===== src/rtl/vgaconsole_glyph_seq.sv =====
// Text-console glyph sequencer: fetches one glyph row per character cell
// from a registered char ROM and serialises it as 5 pixels plus 1 gap.
module vgaconsole_glyph_seq #(
    parameter int COLS     = 10,
    parameter int ROW_BITS = 3
) (
    input  logic                clk,
    input  logic                rst,
    input  logic                start_line,
    input  logic [ROW_BITS-1:0] glyph_row,
    input  logic                char_valid,
    input  logic [6:0]          char_code,
    output logic                char_ready,
    output logic [6:0]          rom_addr,
    input  logic [34:0]         rom_data,
    output logic                pixel,
    output logic                pixel_valid,
    output logic [7:0]          pixel_x,
    output logic                busy,
    output logic                line_done
);

    typedef enum logic [2:0] {
        S_IDLE,
        S_REQ,
        S_WAIT,
        S_LOAD,
        S_SHIFT
    } state_t;

    state_t              state;
    state_t              state_nx;
    logic [ROW_BITS-1:0] row_q;
    logic [5:0]          col_cnt;
    logic [2:0]          pix_cnt;
    logic [5:0]          shift;
    logic [4:0]          glyph_bits;
    logic                last_pix;
    logic                last_col;

    assign last_pix = (pix_cnt == 3'd5);
    assign last_col = (col_cnt == 6'(COLS - 1));

    always_ff @(posedge clk) begin
        if (rst) begin
            state <= S_IDLE;
        end else begin
            state <= state_nx;
        end
    end

    always_comb begin
        state_nx    = state;
        char_ready  = 1'b0;
        pixel_valid = 1'b0;
        pixel       = 1'b0;
        line_done   = 1'b0;
        busy        = 1'b1;
        case (state)
            S_IDLE: begin
                busy = 1'b0;
                if (start_line) begin
                    state_nx = S_REQ;
                end
            end
            S_REQ: begin
                char_ready = 1'b1;
                if (char_valid) begin
                    state_nx = S_WAIT;
                end
            end
            S_WAIT: begin
                state_nx = S_LOAD;
            end
            S_LOAD: begin
                state_nx = S_SHIFT;
            end
            S_SHIFT: begin
                pixel_valid = 1'b1;
                pixel       = shift[5];
                if (last_pix) begin
                    if (last_col) begin
                        line_done = 1'b1;
                        state_nx  = S_IDLE;
                    end else begin
                        state_nx = S_REQ;
                    end
                end
            end
            default: begin
                state_nx = S_IDLE;
            end
        endcase
    end

    // Rows 0..6 select a 5-bit slice; any other row value is a blank row.
    always_comb begin
        glyph_bits = 5'b0;
        for (int r = 0; r < 7; r++) begin
            if (int'(row_q) == r) begin
                glyph_bits = rom_data[5*r +: 5];
            end
        end
    end

    always_ff @(posedge clk) begin
        if (rst) begin
            row_q    <= '0;
            col_cnt  <= 6'd0;
            pix_cnt  <= 3'd0;
            shift    <= 6'd0;
            pixel_x  <= 8'd0;
            rom_addr <= 7'd0;
        end else begin
            case (state)
                S_IDLE: begin
                    if (start_line) begin
                        row_q   <= glyph_row;
                        col_cnt <= 6'd0;
                        pixel_x <= 8'd0;
                    end
                end
                S_REQ: begin
                    if (char_valid) begin
                        rom_addr <= char_code;
                    end
                end
                S_LOAD: begin
                    shift   <= {glyph_bits, 1'b0};
                    pix_cnt <= 3'd0;
                end
                S_SHIFT: begin
                    shift   <= {shift[4:0], 1'b0};
                    pix_cnt <= pix_cnt + 3'd1;
                    pixel_x <= pixel_x + 8'd1;
                    if (last_pix && !last_col) begin
                        col_cnt <= col_cnt + 6'd1;
                    end
                end
                default: begin
                end
            endcase
        end
    end

endmodule

===== config.mk =====
export PLATFORM = sky130hd
export DESIGN_NAME = vgaconsole_glyph_seq
export DESIGN_NICKNAME = d
export VERILOG_FILES = /design/src/rtl/vgaconsole_glyph_seq.sv
export SDC_FILE = /design/constraint.sdc
export NUM_CORES = 1
export LEC_CHECK = 0
export ABC_AREA = 1
export CAP_MARGIN = 10
export CORE_UTILIZATION = 44
export CTS_CLUSTER_SIZE = 10
export DETAILED_ROUTE_END_ITERATION = 6
export DONT_BUFFER_PORTS = 1
export PLACE_DENSITY = 0.7
export RECOVER_POWER = 50
export SLEW_MARGIN = 20
export SYNTH_ARGS = -nofsm -noshare
export SYNTH_HDL_FRONTEND = slang
export SYNTH_SLANG_ARGS = --single-unit
export TNS_END_PERCENT = 10

===== constraint.sdc =====
create_clock -name clk -period 3.7 [get_ports clk]
set_clock_uncertainty 0.05 [all_clocks]
set_input_delay 0.74 -clock clk [delete_from_list [all_inputs] [get_ports clk]]
set_output_delay 0.74 -clock clk [all_outputs]
set_load 0.03 [all_outputs]

### Word-level counts from Yosys, hierarchy flattened

Cells that the tools add are included.

| storage, ports and cells | value |
|---|---|
| register bits | 36 |
| input bits | 49 |
| output and inout port bits | 20 |
| word-level logic and storage cells | 63 |

| cells by class | value |
|---|---|
| add/subtract/negate cells | 3 |
| equality and inequality tests | 16 |
| muxes and demuxes | 26 |
| reduce and logical (&&, ||, !) cells | 11 |

Operator list:

| cell | count |
|---|---|
| two-way mux 5 bit | 7 |
| case mux 6 bit (2 select lines) | 2 |
| equality test 3 bit, second input constant | 6 |
| case mux 8 bit (2 select lines) | 1 |
| case mux 3 bit (5 select lines) | 1 |
| equality test 3 x 2 -> 1 bit, second input constant | 4 |
| two-way mux 6 bit | 2 |
| two-way mux 3 bit | 3 |
| adder 8 x 1 -> 8 bit, second input constant | 1 |
| two-way mux 1 bit | 8 |
| two-way mux 8 bit | 1 |
| != test 2 bit, second input constant | 4 |
| adder 6 x 1 -> 6 bit, second input constant | 1 |
| equality test 6 x 4 -> 1 bit, second input constant | 1 |
| logical NOT 3 bit | 2 |
| case mux 3 bit (2 select lines) | 1 |
| AND reduction 2 bit | 3 |
| AND reduction 3 bit | 2 |
| nonzero test 2 bit | 2 |
| adder 3 x 1 -> 3 bit, second input constant | 1 |
| equality test 3 x 1 -> 1 bit, second input constant | 1 |
| logical AND 1 bit | 1 |
| logical NOT 1 bit | 1 |

### Depth between registers and ports, before layout

Gate-level depths: netlist of run 1.

| logic depth | value |
|---|---|
| word-level depth | 9 |
| mapped depth | 10 |
| gate-level depth less buffers | 9 |

### Least setup slack after synthesis of run 1

No wires, ideal clock.

| timing path | value |
|---|---|
| kind | register to output |
| start point | reg state[1] |
| end point | out line_done |
| data arrival time | 1.556 ns |
| data required time | 2.910 ns |
| slack | 1.354 ns |
| cell stages (with the launch flop) | 6 |
| buffers on the path | 0 |
| path through | dfxtp_1 > nor2_4 > nand2_4 > nor2_1 > inv_1 > nor3_1 |

| between the ends | value |
|---|---|
| cells in the longest elaborated chain, start to end | 2 |

RTL lines:

| element | line | source |
|---|---|---|
| start: declaration | 31 | `state_t state;` |
| start signal: assignment | 48 | `state <= state_nx;` |
| equality test 3 bit | 59 | `case (state)` |
| two-way mux 1 bit | 59 |  |
| end: declaration | 20 | `output logic line_done` |

No other way between the ends.

### Final worst setup path of run 1

| timing path | value |
|---|---|
| start point | reg state[0] |
| end point | out line_done |

The elaborated chain is that of the path after synthesis.

==> reports/summary.txt, run 1 <==
outcome = finished clean
core area = 4354 sq um
Seq/Total Area, Yosys = 35.15%
WL final = 4434 microns
Distinct cells, synth = 32
dominant synthesized flop cell = dfxtp_1
clk sinks = 35
Area Overhead vs Synth = 6.842%
FMAX = 360.9 MHz
worst slew margin relative to its limit = 55.50%
Reg clk slew, reported paths = 70 ps
grt met1 use = 23.46%
vias in the first global route = 1789
cell area after placement = 2018 sq um
synth warn = 0
worst setup path startpoint = state[0]
clock buffer depth = 2
area leader, netlist = dfxtp_1
Nets = 351
Final GP Congestion = 0.8447
CTS Hold Bufs = 0
Worst EP required = 2910 ps
Worst Setup EP = line_done
Mapped Area = 1993 sq um
Final ANT Viol Nets = 0
synth cell count leaders = nand2_1, inv_1, dfxtp_1, nand3_1, nor2_1
Synth Instances = 298
clock buffer count from CTS = 5
reg2reg path depth = 8
width of the die = 69.31 microns
Setup Total Neg Slack = 0 ps
Crit Reg-Reg Startpoint = state[0]
clk root buf = clkbuf_8
multiplexer share of the synthesized area = 0%
Worst Slack Setup Final = 929.4 ps
Post-synth EDFFs = 0
Hold WS = 403.3 ps
buffers added on ports = 0
GR Overflow Total = 0
post-synth top area share = 35.15%
crit start category = register
DRT Pass-1 Iters = 4
most frequent cell after synthesis = nand2_1
I/O Pins = 69
arrival time at the worst endpoint = 1980 ps
initial core utilization = 45.78%
Worst-Skew Late Latency = 290 ps
endpoints failing setup = 0
Simple-Gate Fraction of Synth Area = 34.46%
initial antenna violation count = 0
dominant cells by area after synthesis = dfxtp_1, nand2_1, nand3_1
Hold Crit Class = register to register
1st-iter DRT viols = 82
GR peak layer = met2
met2 usage = 33.55%
routing usage on met3 = 7.413%
ys async rst share = 0%
PwrDens = 468.4 nW/um^2
post-synthesis compound-gate area fraction = 15.00%
via count = 1886
adder-cell share of the synthesized area = 3.139%
maximum vdd drop = 0.2548 mV
Mapped Avg Cell Area = 6.688 sq um
Lkg Pwr = 0.8533 nW
RSZ-0062 raised after global routing = false
critical path class = register to output port
GRT Total Usage = 20.02%
Synth Register Bits = 35
TritonCTS clock tree = done
antenna cells = 0
final instance area = 2130 sq um
fin crit period = 2771 ps
worst slack, placed = 1461 ps
Critical Path Sink Type = output port
worst reg2reg path endpoint = col_cnt[0]
Post-CTS Resized = 0
worst-path fanout max = 15
max-slew violation count = 0
Synth Net Count = 352
total die area = 4803 sq um
max_cap viols = 0
Least-Margin Pin Slew = 666.8 ps
Post-Synth XOR/XNOR Area = 1.758%
Setup Fix Bufs, Post-CTS = 0
detailed-route wire length per cell = 12.67 microns
main combinational cell family by area after synthesis = simple AND/OR/NAND/NOR gates
residual DRC count = 0
pin count of the biggest net entering global routing = 24
Fin. Hold Viols = 0
hpwl dp = 3325 microns
Rows = 24
Vias/cell = 5.389
post-route clock period utilization = 74.88%
worst reg-to-reg setup slack = 1170 ps
first-pass GRT wire length = 7831 microns
H-tree levels = 2
die height = 69.31 microns
share of layout cells above drive strength 1 = 4.027%
==> placed cells by master, fill, tap and decap left out, drive strengths merged <==
master  instances
nand2          61
nand3b          1
xor2            3
a21oi          28
o21ai          16
inv            42
a22oi           1
dfxtp          35
nor3            6
o211ai          1
a31oi           1
xnor2           1
bufinv          2
clkbuf          6
buf             1
nand3          35
nand4          12
ha              5
o22ai           1
nor2           34
clkinv          1
o31ai           1
a221oi          2
a211oi          2
==> power by group <==
group	total, mW	switching, mW	internal (mW)	leakage [nW]
combinational	0.164	0.113	0.0511	0.504
sequential	0.428	0.0306	0.397	0.284
clock	0.406	0.136	0.269	0.0654
total	0.998	0.280	0.717	0.853
==> layer usage <==
layer  part of all wire, %  vias to the layer above
met4                   1.5                        0
met3                   8.5                        7
li1                      -                      985
met2                    45                       71
met1                    45                      823
met5                     0                        -
==> final cells by class <==
type                    instances  area, sq um
clock buffers                   6        72.57
clock inverters                 2        60.06
fillers                       459         2225
inverters                      43        161.4
multi-input cells             211         1062
flip-flops and latches         35        700.7
well taps                      52        65.06
repair buffers                  1        7.507
==> how the worst min path moves through the flow <==
stage,to,slack [ps],start,cells after the start
after global placement,pix_cnt[2],380,pix_cnt[2],1
after global routing,shift[1],430,rst,1
after CTS,pix_cnt[2],400,pix_cnt[2],1
after detailed placement,pix_cnt[2],390,pix_cnt[2],1
after floorplan,pix_cnt[2],360,pix_cnt[2],1
final,pix_cnt[2],400,pix_cnt[2],1
==> critical path, stage by stage, from the launching register on <==
cell and delay [ps]:
dfxtp_1 340, nor2_1 360, nand2_4 210, nor2_1 260, inv_1 100, nor3_1 200, buf_4 210
==> kinds of logic after synthesis <==
family / count (synthesis)
AND/OR/NAND/NOR: 149
adder cells (fa/ha/maj): 5
buffers and inverters: 52
flip-flops: 35
AO/OA/AOI/OAI: 53
XOR/XNOR: 4
==> per-stage QoR <==
stage               power, mW  std cells  util [%]
floorplan              0.5769        298         -
global placement       0.6030        342     46.35
detailed placement     0.6050        342     46.35
CTS                     1.011        350     49.40
global route            1.056        350     48.91
finish                 0.9975        350     48.91
==> flip-flops by register name, indices dropped and copies added, names as in the netlist <==
signal    flops
col_cnt       6
row_q         3
pix_cnt       3
pixel_x       8
shift         5
state         3
rom_addr      7
No activity file was read; power rests on OpenSTA's default activity.
==> run 2: changes to the inputs <==
--- a/config.mk
+++ b/config.mk
@@ -11,7 +11,7 @@
 export CTS_CLUSTER_SIZE = 10
 export DETAILED_ROUTE_END_ITERATION = 6
 export DONT_BUFFER_PORTS = 1
-export PLACE_DENSITY = 0.7
+export PLACE_DENSITY = 0.72
 export RECOVER_POWER = 50
 export SLEW_MARGIN = 20
 export SYNTH_ARGS = -nofsm -noshare
==> constraint.sdc (replaced) <==
create_clock -name clk -period 2.46 [get_ports clk]
set_clock_uncertainty 0.05 [all_clocks]
set_input_delay 0.492 -clock clk [delete_from_list [all_inputs] [get_ports clk]]
set_output_delay 0.492 -clock clk [all_outputs]
set_load 0.03 [all_outputs]
==> run 2 against run 1 <==
Effect of this change:
- global-route usage is 0.35 points lower
- hold slack worse by 190 ps
- die area stayed put
- clock power increased by 1%
- first-iteration DRC count is 52% lower
- critical path type unchanged
- design area shrank 1.2%
- critical endpoint unchanged
- largest cell class unchanged
- non-clock buffer count unchanged
- cell count decreased by 0.29%
==> reports/summary.txt, run 2 (synthesis results as in run 1) <==
clock power share = 31.3% (was 40.7%)
residual DRC count = 0 (unchanged)
worst-path fanout max = 15 (unchanged)
Min-Delay Path Depth = 1 (unchanged)
maximum vdd drop = 0.3201 mV (was 0.2548 mV)
critical path class = register to output port (unchanged)
GR Overflow Total = 0 (unchanged)
met2 usage = 33.44% (was 33.55%)
CP cell instances = nor2_4 -> nand2_4 -> nor2_1 -> inv_1 -> nor3_1 -> buf_4 (was nor2_1 -> nand2_4 -> nor2_1 -> inv_1 -> nor3_1 -> buf_4)
1st-iter DRT viols = 39 (was 82)
Vias/cell = 5.370 (was 5.389)
total power = 1.307 mW (was 997.5 uW)
first-pass GRT wire length = 7679 microns (was 7831 microns)
core area = 4354 sq um (unchanged)
worst reg-to-reg setup slack = 450 ps (was 1170 ps)
clk sinks = 35 (unchanged)
TritonCTS clock tree = done (unchanged)
internal power = 895.6 uW (was 717.5 uW)
slowest stage delay, CP = 370 ps (was 360 ps)
Least-Margin Pin Slew = 742.4 ps (was 666.8 ps)
initial core utilization = 45.78% (unchanged)
Worst-Skew Late Latency = 290 ps (about the same)
Critical Path Sink Type = output port (unchanged)
Reg clk slew, reported paths = 60 ps (was 70 ps)
max reg flops = 8 (unchanged)
worst reg2reg path endpoint = pixel_x[3] (was col_cnt[0])
combinational power share = 19.2% (was 16.5%)
total die area = 4803 sq um (unchanged)
Hold Crit Class = input port to register (was register to register)
outcome = finished clean (unchanged)
I/O Pins = 69 (unchanged)
pin count of the biggest net entering global routing = 24 (unchanged)
clk root buf = clkbuf_8 (unchanged)
clock buffer depth = 2 (unchanged)
Fin. Hold Viols = 0 (unchanged)
slowest stage cell, crit path = dfxtp_1 (was nor2_1)
H-tree levels = 2 (unchanged)
most frequent cells in the layout = nand2_1, inv_1, nand3_1, dfxtp_1, nor2_1 (unchanged)
Final ANT Viol Nets = 0 (unchanged)
crit start category = register (unchanged)
vias in the first global route = 1787 (was 1789)
worst slew margin relative to its limit = 50.45% (was 55.50%)
PwrDens = 621.3 nW/um^2 (was 468.4 nW/um^2)
Post-Route Utilization = 48.30% (was 48.91%)
Setup Fix Bufs, Post-CTS = 0 (unchanged)
cell area after placement = 2018 sq um (unchanged)
initial antenna violation count = 0 (unchanged)
GRT Total Usage = 19.67% (was 20.02%)
reg2reg path depth = 6 (was 8)
Final GP Congestion = 0.8493 (was 0.8447)
Nets = 351 (unchanged)
FMAX = 447.8 MHz
Setup Total Neg Slack = 0 ps (unchanged)
share of layout cells above drive strength 1 = 4.714% (was 4.027%)
GR peak layer = met2 (unchanged)
Crit Reg-Reg Startpoint = state[0] (unchanged)
post-route clock period utilization = 90.78%
width of the die = 69.31 microns (unchanged)
die height = 69.31 microns (unchanged)
Lkg Pwr = 0.8386 nW (was 0.8533 nW)
sw frac = 31.47% (was 28.07%)
WL final = 4389 microns (was 4434 microns)
most common cell after layout, fill and taps aside = nand2_1 (unchanged)
CTS Hold Bufs = 0 (unchanged)
RSZ-0062 raised after global routing = false (unchanged)
Post-CTS Resized = 0 (unchanged)
max_cap viols = 0 (unchanged)
detailed-route wire length per cell = 12.58 microns (was 12.67 microns)
antenna cells = 0 (unchanged)
final instance area = 2103 sq um (was 2130 sq um)
Area Overhead vs Synth = 5.524% (was 6.842%)
sequential share of power = 49.5% (was 42.9%)
sw power = 411.2 uW (was 280.0 uW)
max-slew violation count = 0 (unchanged)
hpwl dp = 3329 microns (was 3325 microns)
Most flops, register = pixel_x (unchanged)
arrival time at the worst endpoint = 1690 ps (was 1980 ps)
via count = 1874 (was 1886)
buffers added on ports = 0 (unchanged)
Rows = 24 (unchanged)
grt met1 use = 21.97% (was 23.46%)
Fill cells = 451 (was 459)
fin crit period = 2233 ps
clock buffer count from CTS = 5 (unchanged)
DRT Pass-1 Iters = 4 (unchanged)
routing usage on met3 = 6.831% (was 7.413%)
Hold Path End = rom_addr[0] (was pix_cnt[2])
endpoints failing setup = 0 (unchanged)
min-delay src = rst (was pix_cnt[2])
Worst EP required = 1920 ps (was 2910 ps)
biggest regs = pixel_x (8), rom_addr (7), col_cnt (6) (unchanged)
run 2: changes by cell type in the layout (fill, tap and decap cells not counted), sizes merged:
cell / before / now
bufinv: 2 / 0
clkinv: 1 / 2
run 2: power by group through the flow:
stage	Clock, mW	Combinational, mW	Sequential [mW]
2_1_floorplan	0	0.223	0.644
3_3_place_gp	0	0.249	0.657
3_5_place_dp	0	0.253	0.658
4_1_cts	0.431	0.253	0.646
5_1_grt	0.448	0.289	0.651
6_report	0.410	0.251	0.647
run 2: layout make-up:
class                      instances  area (sq um)  area share (%)
clock inverter                     1         5.005          0.2380
sequential                        35         700.7           33.31
multi-input combinational        211          1081           51.40
inverter                          43         161.4           7.674
tap                               52         65.06           3.093
clock buffer                       6         82.58           3.926
timing repair buffer               1         7.507          0.3569
run 2: worst max-delay path, delay by kind of cell (launching register included):
kind	cells	cell delay, ps
buf+inv	2	290
flops	1	370
simple gates	4	750
run 2: how the worst max path moves through the flow:
stage	from	slack [ps]	depth (start not counted)	end
CTS	state[0]	190	6	line_done
global placement	state[0]	540	6	line_done
detailed placement	state[0]	510	6	line_done
floorplan	state[1]	360	5	line_done
finish	state[0]	230	6	line_done
global route	state[0]	90	6	line_done
run 2: metrics by stage:
| stage | setup slack [ps] | std cells | hold slack (ps) |
|---|---|---|---|
| global placement | 537.6 | 342 | 373.7 |
| finish | 226.8 | 349 | 214.9 |
| CTS | 187.5 | 349 | 203.4 |
| global route | 87.26 | 349 | 200.0 |
| floorplan | 362.1 | 298 | 362.4 |
| detailed placement | 506.5 | 342 | 378.0 |
run 2: metal layers:
layer	up-vias	part of all wire, %
li1	977	-
met1	814	44
met2	74	46
met3	9	7.7
met4	0	2.3
met5	-	0
